[config.mk]
export PLATFORM = sky130hd
export DESIGN_NAME = regs_shift_deserializer
export DESIGN_NICKNAME = d
export VERILOG_FILES = /design/src/rtl/regs_shift_deserializer.sv
export SDC_FILE = /design/constraint.sdc
export NUM_CORES = 1
export LEC_CHECK = 0
export BUFFER_PORTS_ARGS = -buffer_cell sky130_fd_sc_hd__buf_2
export CORE_MARGIN = 10
export CORE_UTILIZATION = 53
export DETAILED_ROUTE_END_ITERATION = 16
export PLACE_DENSITY = 0.77
export SYNTH_ARGS = -nofsm -noshare
export SYNTH_HDL_FRONTEND = slang
export SYNTH_SLANG_ARGS = --single-unit
[constraint.sdc]
create_clock -name clk -period 1.9 [get_ports clk]
set_input_delay 0.19 -clock clk [delete_from_list [all_inputs] [get_ports clk]]
set_output_delay 0.19 -clock clk [all_outputs]
set_load 0.01 [all_outputs]
[src/rtl/regs_shift_deserializer.sv]
// Serial-to-parallel shift register: p_lanes bits per input transfer, p_nbits-bit
// words on a held valid/ready output. Define REGS_SHIFT_DESER_PARITY_EN for out_parity.
module regs_shift_deserializer #(
  parameter int                 p_nbits       = 8,
  parameter int                 p_lanes       = 1,
  parameter bit                 p_msb_first   = 1'b1,
  parameter logic [p_nbits-1:0] p_reset_value = '0
) (
  input  logic                                  clk,
  input  logic                                  reset,
  input  logic                                  clear,
  input  logic                                  in_val,
  output logic                                  in_rdy,
  input  logic [p_lanes-1:0]                    in_data,
  output logic                                  out_val,
  input  logic                                  out_rdy,
  output logic [p_nbits-1:0]                    out_data,
  output logic [$clog2(p_nbits/p_lanes):0]      count
`ifdef REGS_SHIFT_DESER_PARITY_EN
  ,
  output logic                                  out_parity
`endif
);

  localparam int n_sym = p_nbits / p_lanes;
  localparam int cw    = $clog2(n_sym) + 1;

  localparam logic [cw-1:0] last_cnt = cw'(n_sym - 1);
  localparam logic [cw-1:0] cnt_one  = cw'(1);

  logic [p_nbits-1:0] sr;
  logic [p_nbits-1:0] sr_next;
  logic [cw-1:0]      cnt;
  logic               is_last;
  logic               in_fire;
  logic               out_fire;

  assign is_last  = (cnt == last_cnt);
  // Stall only when the final symbol would overwrite a word nobody has taken yet.
  assign in_rdy   = ~clear & (~is_last | ~out_val | out_rdy);
  assign in_fire  = in_val & in_rdy;
  assign out_fire = out_val & out_rdy;
  assign count    = cnt;

  // NOTE: always_comb assigns a default first so no path leaves sr_next unassigned (no latch).
  always_comb begin
    sr_next = sr;
    if (p_msb_first)
      sr_next = {sr[p_nbits-p_lanes-1:0], in_data};
    else
      sr_next = {in_data, sr[p_nbits-1:p_lanes]};
  end

  // NOTE: sequential state uses non-blocking assignments so every register samples pre-edge values.
  always_ff @(posedge clk or negedge reset) begin
    if (!reset) begin
      sr       <= p_reset_value;
      cnt      <= '0;
      out_val  <= 1'b0;
      out_data <= p_reset_value;
    end else if (clear) begin
      // Flush partial and pending words; the last delivered value stays on out_data.
      sr      <= p_reset_value;
      cnt     <= '0;
      out_val <= 1'b0;
    end else begin
      if (out_fire)
        out_val <= 1'b0;
      if (in_fire) begin
        sr <= sr_next;
        if (is_last) begin
          out_data <= sr_next;
          out_val  <= 1'b1;
          cnt      <= '0;
        end else begin
          cnt <= cnt + cnt_one;
        end
      end
    end
  end

`ifdef REGS_SHIFT_DESER_PARITY_EN
  // Parity is captured alongside out_data, so it shares its hold and clear behaviour.
  always_ff @(posedge clk or negedge reset) begin
    if (!reset)
      out_parity <= 1'b0;
    else if (!clear && in_fire && is_last)
      out_parity <= ^sr_next;
  end
`endif

endmodule

## Word-level counts from Yosys, hierarchy flattened

Index checks and enable logic that the tools add are counted.

| operators by class | value |
|---|---|
| add/subtract/negate cells | 1 |
| equal/unequal tests | 1 |
| multiplexer cells | 9 |
| bitwise logic cells | 8 |
| reduce and logical (&&, ||, !) cells | 2 |

Operator list:

| kind | count |
|---|---|
| $mux 7 | 2 |
| $mux 4 | 3 |
| $add 4x1->4 const B | 1 |
| $eq 4x3->1 const B | 1 |
| $mux 1 | 4 |
| $and 1x1->1 | 3 |
| $not 1->1 | 3 |
| $reduce_and 3->1 | 1 |
| $or 1x1->1 | 2 |
| $reduce_bool 2->1 | 1 |

| word-level totals | value |
|---|---|
| register bits | 20 |
| input port bits | 6 |
| output and inout port bits | 14 |
| word-level logic and storage cells | 25 |

## Logic depth before layout (Yosys ltp)

Gate-level depths: netlist of the first run.

| logic depth | value |
|---|---|
| depth in word-level cells | 8 |
| gate-level depth with buffers | 6 |
| gate-level depth less buffers | 4 |

## Worst setup path after synthesis of the first run

Ideal clock, no wire load.

| timing | value |
|---|---|
| kind | flip-flop to output port |
| start | register cnt[0] (netlist: count[0]) |
| end | output port in_rdy |
| arrival time | 1.427 ns |
| data required time | 1.710 ns |
| slack | 0.283 ns |
| cell stages (with the launch flop) | 6 |
| buffers on the path | 2 |
| cell sequence | dfrtp_1 ha_1 and3b_1 buf_2 buf_4 a21oi_1 |

| between the ends | value |
|---|---|
| cells in the longest elaborated chain, start to end | 5 |

Ends and longest elaborated chain:

| what | line | source |
|---|---|---|
| start: declaration | 33 | `logic [cw-1:0] cnt;` |
| start signal: assignment | 76 | `cnt <= cnt + cnt_one;` |
| $eq 4x3->1 | 38 | `assign is_last = (cnt == last_cnt);` |
| $not 1->1 | 40 | `assign in_rdy = ~clear & (~is_last \| ~out_val \| out_rdy);` |
| $or 1x1->1 (2 in series) | 40 |  |
| $and 1x1->1 | 40 |  |
| end: declaration | 13 | `output logic in_rdy,` |

No other way between the ends.

## Final worst setup path of the first run

| timing | value |
|---|---|
| start | register cnt[1] (netlist: count[1]) |
| end | output port in_rdy |

The elaborated chain is that of the path after synthesis.

==> flow_summary.toml, run 1 <==
[status]
outcome = "finished, final reports clean"

[grt]
first_global_vias = 883
global_route.usage.total_pct = 11.67
grt_remaining_overflow = 0
grt_antenna_before_repair = 0
grt_first_pass_wirelength_microns = 4077
grt_max_degree = 24

[synth]
synth_top_family_by_area = "simple AND/OR/NAND/NOR gates"
syn-num-nets = 106
synth-adder-area-share_pct = 1.152
yosys.area.top_type = "sky130_fd_sc_hd__dfrtp_1"
synth_largest_type_area_fraction_pct = 46.08
flip_flop_and_latch_count_after_synthesis = 20
synth-warning-count = 0
synth.area.top_cells = "sky130_fd_sc_hd__dfrtp_1, sky130_fd_sc_hd__mux2_4, sky130_fd_sc_hd__o211ai_1"
post_synthesis_sequential_area_ratio_pct = 46.08
avgSynthCellArea_sq_um = 10.97
synth_compound_gate_area_share_pct = 15.55
commonest_register_cell_after_synthesis = "sky130_fd_sc_hd__dfrtp_1"
mux_share_of_post_synthesis_cell_area_pct = 11.06
synth-edff-count = 0
mappedNetlistArea_sq_um = 1086
ys_types = 31
synth-xor-area-share_pct = 0
ys_async_rst_share_pct = 100.0
synthesis.instances = 99
post_synth_and_or_nand_nor_area_fraction_pct = 19.70

[final_layout]
layout.cells.most_common_list = "sky130_fd_sc_hd__dfrtp_1, sky130_fd_sc_hd__buf_2, sky130_fd_sc_hd__nand2_1, sky130_fd_sc_hd__mux2_4"
number_of_fill_cells = 171
num_antenna_cells = 0
area_added_between_synthesis_and_finish_pct = 16.24
nets = 127
layout.cells.most_common = "sky130_fd_sc_hd__dfrtp_1"
layoutNonFillerInstCount = 146
post_route_cells_drive_above_1_share_pct = 33.61

[floorplan]
fp.dieArea_sq_um = 4260
die_w_microns = 65.27
fp.coreArea_sq_um = 1962
initial_core_util_pct = 55.36
dieHeight_microns = 65.27
design.portCount = 20
placementRows = 16

[routing]
routed_wire_length_per_instance_microns = 17.38
totalWireLength_microns = 2538
via_density = 6.158
drtIter0Drc = 63
detailedRoute.firstPassIterationCount = 4
routed-via-count = 899
detail_route.drc_violations = 0
drtAntennaViolNets = 0

[placement]
estimated_wirelength_of_the_detail_placed_design_microns = 1794
gp_congestion = 0.7805
buffer_ports.inserted = 19
place_inst = 138

[critical_path]
critPathTopFamily = "flip-flops"
critical-path-slowest-cell = "sky130_fd_sc_hd__dfrtp_1"
highest_net_fanout_along_the_worst_path = 15
worst-endpoint-required_ns = 1.71
critical_path.cell_chain = "ha_2 -> and3b_2 -> buf_4 -> a21oi_1 -> buf_2"
timing.critical_path.from_type = "flip-flop"
timing.setup.critical_path_class = "reg -> out"
critical_path.endpoint_type = "primary output"
crit_path_max_incr_delay_ns = 0.41
worstPathBufferInverterCount = 2
arrival_time_reported_for_the_critical_path_endpoint_ns = 1.62

[timing]
finalWorstPathRequiredPeriod_ns = 1.815
fmax_mhz = 551.0
hold_violations = 0
fin_skew_ns = 0.007876
totalNegativeSetupSlack_ns = 0
hold_slack_final_ns = 0.1246
setup_violations = 0
finalMaxSlewViolations = 0
post-route-period-util_pct = 95.53
grt_setup_unrepaired = "false"
slew_headroom_pct = 70.64
worst_slew_pin_slew_ns = 0.4403

[worst_hold_path]
hold_path_class = "in -> reg"

[job]
cap_violations = 0

[pwr]
sum_of_internal_switching_and_leakage_power_mw = 0.9230
power_per_cell_area_nw_per_um2 = 731.1
max-vdd-ir-drop_v = 0.0004399
leakage_nw = 0.5886

[clock_tree]
cts_root_buffer = "sky130_fd_sc_hd__clkbuf_4"
numClockSinks = 20
insertion_delay_ns = 0.30
cts_tree = "yes"
numCtsBuffers = 3
cts-root-to-sink-buffers = 2
h-tree-depth = 1
path_clk_slew_ns = 0.13
## sequential cells by signal (all words and copies together), names as in the netlist
signal    flops
count         4
out_data      8
sr            7
out_val       1
## metrics by stage
stage               worst slack (ns)  cell area (sq um)  utilization, %
detailed placement            0.1026               1171           59.69
floorplan                     0.2832               1086               -
global placement              0.2087               1171           59.69
CTS                         0.009635               1250           63.71
global route               0.0009742               1262           64.35
finish                       0.08502               1262           64.35
## what timing repair did
item	CTS	global route
gates resized for setup	1	2
endpoints found under the setup margin	1	1
hold buffers	1	0
hold endpoints to repair	20	0
pin swaps	1	0
buffers inserted	2	1
## Yosys cell counts (2+ instances only)
library cell / number
sky130_fd_sc_hd__a21oi_1: 4
sky130_fd_sc_hd__a31oi_1: 2
sky130_fd_sc_hd__a32oi_1: 5
sky130_fd_sc_hd__and2b_1: 2
sky130_fd_sc_hd__buf_2: 4
sky130_fd_sc_hd__buf_6: 2
sky130_fd_sc_hd__dfrtp_1: 20
sky130_fd_sc_hd__inv_1: 3
sky130_fd_sc_hd__mux2_4: 8
sky130_fd_sc_hd__nand2_1: 8
sky130_fd_sc_hd__nand3_1: 2
sky130_fd_sc_hd__nand4_1: 7
sky130_fd_sc_hd__nor2_1: 2
sky130_fd_sc_hd__nor2b_1: 5
sky130_fd_sc_hd__nor3b_1: 3
sky130_fd_sc_hd__o211ai_1: 7
## cells by family after synthesis
kind of cell / count (synthesis)
simple gates: 36
compound gates: 22
flops: 20
buf+inv: 12
mux: 8
fa+ha+maj: 1
## final timing paths
| kind | slack [ns] | startpoint | depth (start not counted) | endpoint |
|---|---|---|---|---|
| hold reg to reg | 0.52 | out_data[6] | 1 | out_data[6] |
| min in group asynchronous | 0.35 | reset | 2 | out_data[1] |
| hold / removal | 0.12 | in_data | 2 | out_data[0] |
| setup reg to reg | 0.18 | count[1] | 5 | out_data[2] |
| setup / recovery | 0.09 | count[1] | 5 | in_rdy |
| max in group asynchronous | 1.24 | reset | 2 | out_val |
## cell type report
cell class | instances | area (sq um) | area share, %
flip-flops and latches | 20 | 500.5 | 39.64
clock inverters | 1 | 30.03 | 2.379
inverters | 3 | 11.26 | 0.8920
multi-input cells | 67 | 521.8 | 41.33
repair buffers | 25 | 142.6 | 11.30
clock buffers | 3 | 22.52 | 1.784
well taps | 27 | 33.78 | 2.676
## power by group
part / switching (mW) / total (mW) / internal (mW)
Clock: 0.139 / 0.352 / 0.213
Sequential: 0.0157 / 0.459 / 0.444
Combinational: 0.0646 / 0.112 / 0.0470
Total: 0.219 / 0.923 / 0.704
## layer usage
layer	up-vias	track usage, %	part of all wire [%]
li1	413	-	-
met1	450	13.72	43
met2	32	19.63	50
met3	4	3.729	6.6
met4	0	3.743	0.75
met5	-	0	0
Power figures use the tool's default switching activity.
==> run 2, diff against run 1 <==
--- a/config.mk
+++ b/config.mk
@@ -7,9 +7,8 @@
 export LEC_CHECK = 0
 export BUFFER_PORTS_ARGS = -buffer_cell sky130_fd_sc_hd__buf_2
 export CORE_MARGIN = 10
-export CORE_UTILIZATION = 53
+export CORE_UTILIZATION = 30
 export DETAILED_ROUTE_END_ITERATION = 16
-export PLACE_DENSITY = 0.77
 export SYNTH_ARGS = -nofsm -noshare
 export SYNTH_HDL_FRONTEND = slang
 export SYNTH_SLANG_ARGS = --single-unit
==> constraint.sdc (replaced) <==
create_clock -name clk -period 1.9 [get_ports clk]
set_input_delay 0.285 -clock clk [delete_from_list [all_inputs] [get_ports clk]]
set_output_delay 0.285 -clock clk [all_outputs]
set_load 0.01 [all_outputs]
==> run 2 against run 1 <==
Against the previous run: via count shrank 2.4%; wire length shrank 1.6%; first-iteration DRC count grew 13%; non-clock buffer count grew 1; register-to-register slack gained 0.04 ns; setup slack gained 0.052 ns; sequential cell count is the same; global-route usage shrank 3.6 points; cell area grew 0.40%; clock skew shrank 0.0061 ns; sequential share of layout area shrank 0.16 points; critical endpoint unchanged; largest cell class unchanged; largest power group unchanged.
==> flow_summary.toml, run 2 (same netlist as run 1, synthesis figures left out) <==
[timing]
fmax_mhz = 567.3
worst_slew_pin_slew_ns = 0.4756
grt_setup_unrepaired = "false"
totalNegativeSetupSlack_ns = 0
hold_violations = 0
post-route-period-util_pct = 92.78
finalWorstPathRequiredPeriod_ns = 1.763
fin_skew_ns = 0.001795
setup_violations = 0
finalMaxSlewViolations = 0
slew_headroom_pct = 68.15
hold_slack_final_ns = 0.2271

[clock_tree]
numCtsBuffers = 3
cts-root-to-sink-buffers = 2
insertion_delay_ns = 0.30
h-tree-depth = 1
path_clk_slew_ns = 0.11
cts_root_buffer = "sky130_fd_sc_hd__clkbuf_4"
numClockSinks = 20
cts_tree = "yes"

[floorplan]
dieHeight_microns = 80.17
fp.coreArea_sq_um = 3416
placementRows = 21
initial_core_util_pct = 31.79
fp.dieArea_sq_um = 6426
die_w_microns = 80.17
design.portCount = 20

[status]
outcome = "finished, final reports clean"

[final_layout]
layout.cells.most_common = "sky130_fd_sc_hd__dfrtp_1"
final_core_utilization_pct = 37.11
post_route_cells_drive_above_1_share_pct = 34.45
num_antenna_cells = 0
nets = 128
max_ffs_per_register = 8
layout.cells.most_common_list = "sky130_fd_sc_hd__dfrtp_1, sky130_fd_sc_hd__buf_2, sky130_fd_sc_hd__nand2_1, sky130_fd_sc_hd__mux2_4"
area_added_between_synthesis_and_finish_pct = 16.71
top_register = "out_data"

[critical_path]
crit_path_max_incr_delay_ns = 0.41
arrival_time_reported_for_the_critical_path_endpoint_ns = 1.48
worstPathBufferInverterCount = 1
critPathTopFamily = "flip-flops"
worst-endpoint-required_ns = 1.62
critical_path.endpoint_type = "primary output"
critical-path-slowest-cell = "sky130_fd_sc_hd__dfrtp_1"
timing.critical_path.from_type = "flip-flop"
highest_net_fanout_along_the_worst_path = 10
timing.setup.critical_path_class = "reg -> out"
critical_path.cell_chain = "ha_2 -> and3b_2 -> a21oi_2 -> buf_2"

[routing]
drtAntennaViolNets = 0
totalWireLength_microns = 2498
via_density = 5.315
detailedRoute.firstPassIterationCount = 4
routed_wire_length_per_instance_microns = 15.14
drtIter0Drc = 71
detail_route.drc_violations = 0
routed-via-count = 877

[pwr]
power_per_cell_area_nw_per_um2 = 608.9
max-vdd-ir-drop_v = 0.0002269
power.internal_mw = 0.5680
leakage_nw = 0.5792
sum_of_internal_switching_and_leakage_power_mw = 0.7717
power.share.sequential_pct = 59.6
share_comb_of_total_power_pct = 14.7
netSwitchingPower_mw = 0.2038
power.share.clock_pct = 25.7
switching_part_of_the_total_power_pct = 26.40

[grt]
grt_first_pass_wirelength_microns = 4202
grt_antenna_before_repair = 0
grt_remaining_overflow = 0
global_route.usage.total_pct = 8.105
first_global_vias = 865
grt_max_degree = 24

[placement]
buffer_ports.inserted = 19
gp_congestion = 0.7639
estimated_wirelength_of_the_detail_placed_design_microns = 1795

[worst_hold_path]
hold_path_class = "in -> reg"

[job]
cap_violations = 0
==> run 2: layout make-up <==
cell class	count	area (sq um)
Clock buffer	3	22.52
Fill cell	359	2148
Inverter	3	11.26
Multi-Input combinational cell	67	525.5
Sequential cell	20	500.5
Tap cell	46	57.56
Timing Repair Buffer	26	150.1
==> run 2: path summary, 6_finish.rpt <==
kind / start / cells past startpoint / endpoint / slack [ns]
hold reg to reg: sr[1] / 1 / out_data[2] / 0.52
min in group asynchronous: reset / 2 / count[0] / 0.45
setup reg to reg: count[1] / 4 / out_data[1] / 0.22
setup / recovery: count[1] / 4 / in_rdy / 0.14
hold / removal: in_data / 2 / out_data[0] / 0.23
max in group asynchronous: reset / 2 / sr[6] / 1.14
==> run 2: power by group through the flow <==
stage	Sequential [mW]	Combinational, mW	Clock [mW]
final	0.460	0.114	0.199
after global placement	0.471	0.0920	0
after floorplan	0.471	0.0548	0
after CTS	0.459	0.112	0.206
after detailed placement	0.471	0.0960	0
after global routing	0.463	0.127	0.225
==> run 2: metrics by stage <==
| stage | area, sq um | cells | setup WS [ns] |
|---|---|---|---|
| after global routing | 1267 | 165 | 0.06374 |
| after floorplan | 1086 | 99 | 0.1882 |
| final | 1267 | 165 | 0.1372 |
| after global placement | 1210 | 159 | 0.2703 |
| after CTS | 1257 | 165 | 0.02706 |
| after detailed placement | 1210 | 159 | 0.2527 |
==> run 2: timing repair <==
action / in CTS / in global routing
hold endpoints to repair: 20 / 0
endpoints found under the setup margin: 1 / 1
resized for setup: 0 / 4
setup buffers: 2 / 1
pin swaps: 0 / 1
hold buffers: 1 / 0
==> run 2: layer usage <==
layer / up-vias / routed length [microns] / GRT usage, %
met5: - / 0 / 0
met4: 0 / 40 / 3.169
met3: 5 / 158 / 3.118
met2: 21 / 1129 / 12.12
met1: 434 / 1169 / 10.21
li1: 417 / - / -
==> run 3, diff against run 2 <==
--- a/config.mk
+++ b/config.mk
@@ -6,9 +6,9 @@
 export NUM_CORES = 1
 export LEC_CHECK = 0
 export BUFFER_PORTS_ARGS = -buffer_cell sky130_fd_sc_hd__buf_2
-export CORE_MARGIN = 10
-export CORE_UTILIZATION = 30
+export CORE_UTILIZATION = 53
 export DETAILED_ROUTE_END_ITERATION = 16
+export PLACE_DENSITY = 0.77
 export SYNTH_ARGS = -nofsm -noshare
 export SYNTH_HDL_FRONTEND = slang
 export SYNTH_SLANG_ARGS = --single-unit
==> run 3 against run 2 <==
Against the previous run: clock skew increased by 0.0068 ns; setup slack worse by 0.013 ns; first-iteration DRC count decreased by 59%; sequential share of layout area decreased by 0.16 points; die area down 65%; cell count down 12%; cell area is 0.39% higher; hold slack is essentially flat; clock power increased by 71%; wire length fell by 11%; largest cell class unchanged.
==> flow_summary.toml, run 3 (same netlist as run 1, synthesis figures left out) <==
[status]
outcome = "finished, final reports clean"

[routing]
drtIter0Drc = 29
routed_wire_length_per_instance_microns = 15.20
drtAntennaViolNets = 0
detailedRoute.firstPassIterationCount = 4
routed-via-count = 880
detail_route.drc_violations = 0
totalWireLength_microns = 2219
via_density = 6.027

[timing]
finalMaxSlewViolations = 0
post-route-period-util_pct = 93.46
fin_skew_ns = 0.008568
grt_setup_unrepaired = "false"
slew_headroom_pct = 69.69
totalNegativeSetupSlack_ns = 0
finalWorstPathRequiredPeriod_ns = 1.776
hold_slack_final_ns = 0.2273
worst_slew_pin_slew_ns = 0.4526
fmax_mhz = 563.1
setup_violations = 0
hold_violations = 0

[worst_hold_path]
hold_path_class = "in -> reg"
worst_hold_startpoint = "in_data"

[clock_tree]
cts-root-to-sink-buffers = 2
numClockSinks = 20
numCtsBuffers = 3
insertion_delay_ns = 0.30
path_clk_slew_ns = 0.12
cts_root_buffer = "sky130_fd_sc_hd__clkbuf_4"
cts_tree = "yes"
h-tree-depth = 1

[final_layout]
number_of_fill_cells = 161
layout.cells.most_common_list = "sky130_fd_sc_hd__dfrtp_1, sky130_fd_sc_hd__buf_2, sky130_fd_sc_hd__nand2_1, sky130_fd_sc_hd__mux2_4"
layout.cell_area.non_filler_sq_um = 1272
num_antenna_cells = 0
max_ffs_per_register = 8
post_route_cells_drive_above_1_share_pct = 33.61
nets = 127
top_register = "out_data"
layout.cells.most_common = "sky130_fd_sc_hd__dfrtp_1"
area_added_between_synthesis_and_finish_pct = 17.17

[floorplan]
initial_core_util_pct = 55.93
fp.dieArea_sq_um = 2234
fp.coreArea_sq_um = 1942
design.portCount = 20
die_w_microns = 47.27
placementRows = 16
dieHeight_microns = 47.27

[pwr]
power.internal_mw = 0.7063
leakage_nw = 0.5888
power.share.sequential_pct = 50.5
netSwitchingPower_mw = 0.2080
switching_part_of_the_total_power_pct = 22.75
power_per_cell_area_nw_per_um2 = 718.6
sum_of_internal_switching_and_leakage_power_mw = 0.9143
share_comb_of_total_power_pct = 12.2
max-vdd-ir-drop_v = 0.0005447
power.share.clock_pct = 37.3

[critical_path]
critical_path.cell_chain = "ha_4 -> and3b_2 -> a21oi_1 -> buf_2"
arrival_time_reported_for_the_critical_path_endpoint_ns = 1.49
highest_net_fanout_along_the_worst_path = 12
crit-reg2reg-launch = "count[1]"
crit_path_start = "count[1]"
timing.critical_path.from_type = "flip-flop"
worst-endpoint-required_ns = 1.62
critical-path-slowest-cell = "sky130_fd_sc_hd__dfrtp_1"
critical_path.endpoint_type = "primary output"
crit_path_max_incr_delay_ns = 0.43
timing.setup.critical_path_class = "reg -> out"

[grt]
grt_remaining_overflow = 0
global_route.usage.total_pct = 21.55
grt_max_degree = 24
grt_antenna_before_repair = 0
first_global_vias = 727
grt_first_pass_wirelength_microns = 3325

[placement]
buffer_ports.inserted = 19
gp_congestion = 0.7813
estimated_wirelength_of_the_detail_placed_design_microns = 1534
placement.cell_area_sq_um = 1186

[job]
cap_violations = 0
run 3: cell types whose count changed in the layout (fill, tap and decap cells not counted):
cell | previous run | this run
sky130_fd_sc_hd__a21oi_1 | 3 | 4
sky130_fd_sc_hd__a21oi_2 | 1 | 0
sky130_fd_sc_hd__buf_4 | 6 | 5
sky130_fd_sc_hd__bufinv_16 | 0 | 1
sky130_fd_sc_hd__ha_2 | 1 | 0
sky130_fd_sc_hd__ha_4 | 0 | 1
run 3: layer usage:
metal,vias to the layer above,global-route usage (%),wire (microns)
met5,-,0,0
met4,0,7.429,0
met3,0,5.000,108
li1,417,-,-
met2,30,33.15,1126
met1,433,29.62,983
run 3: worst max-delay path: cells and delay by family, from the launching register on:
kind            cells  cell delay (ns)
fa+ha+maj           1             0.18
flops               1             0.43
buf+inv             1             0.14
simple gates        1             0.29
compound gates      1             0.15
run 3: layout make-up:
| class | count | area, sq um | share of cell area (%) |
|---|---|---|---|
| Tap cell | 27 | 33.78 | 2.655 |
| Inverter | 3 | 11.26 | 0.8850 |
| Multi-Input combinational cell | 67 | 531.8 | 41.79 |
| Sequential cell | 20 | 500.5 | 39.33 |
| Clock buffer | 3 | 22.52 | 1.770 |
| Timing Repair Buffer | 25 | 142.6 | 11.21 |
| Clock inverter | 1 | 30.03 | 2.360 |
run 3: path summary, 6_finish.rpt:
check | to | slack, ns | cells past startpoint
hold reg to reg | out_data[4] | 0.52 | 1
max in group asynchronous | count[0] | 1.13 | 2
setup reg to reg | out_data[7] | 0.21 | 4
setup / recovery | in_rdy | 0.12 | 4
hold / removal | out_data[0] | 0.23 | 2
min in group asynchronous | out_data[3] | 0.46 | 2
run 3: repair_timing:
action,4_1_cts,5_1_grt
pin swaps,0,0
cloned,0,0
resized for setup,0,4
endpoints found under the setup margin,1,1
buffers inserted,2,0
hold buffers,1,0
endpoints found under the hold margin,20,0
run 3: power by group through the flow:
stage	Sequential [mW]	Combinational (mW)	Clock (mW)
after floorplan	0.471	0.0548	0
after global placement	0.470	0.0895	0
after detailed placement	0.472	0.0933	0
after CTS	0.459	0.109	0.349
after global routing	0.464	0.127	0.374
final	0.462	0.112	0.341
run 3: per-stage QoR:
step,utilization (%),worst slack (ns),cells
global placement,61.08,0.2881,140
floorplan,-,0.1882,99
CTS,65.08,0.005635,147
detailed placement,61.08,0.2277,140
global route,65.53,0.05083,146
finish,65.53,0.1243,146
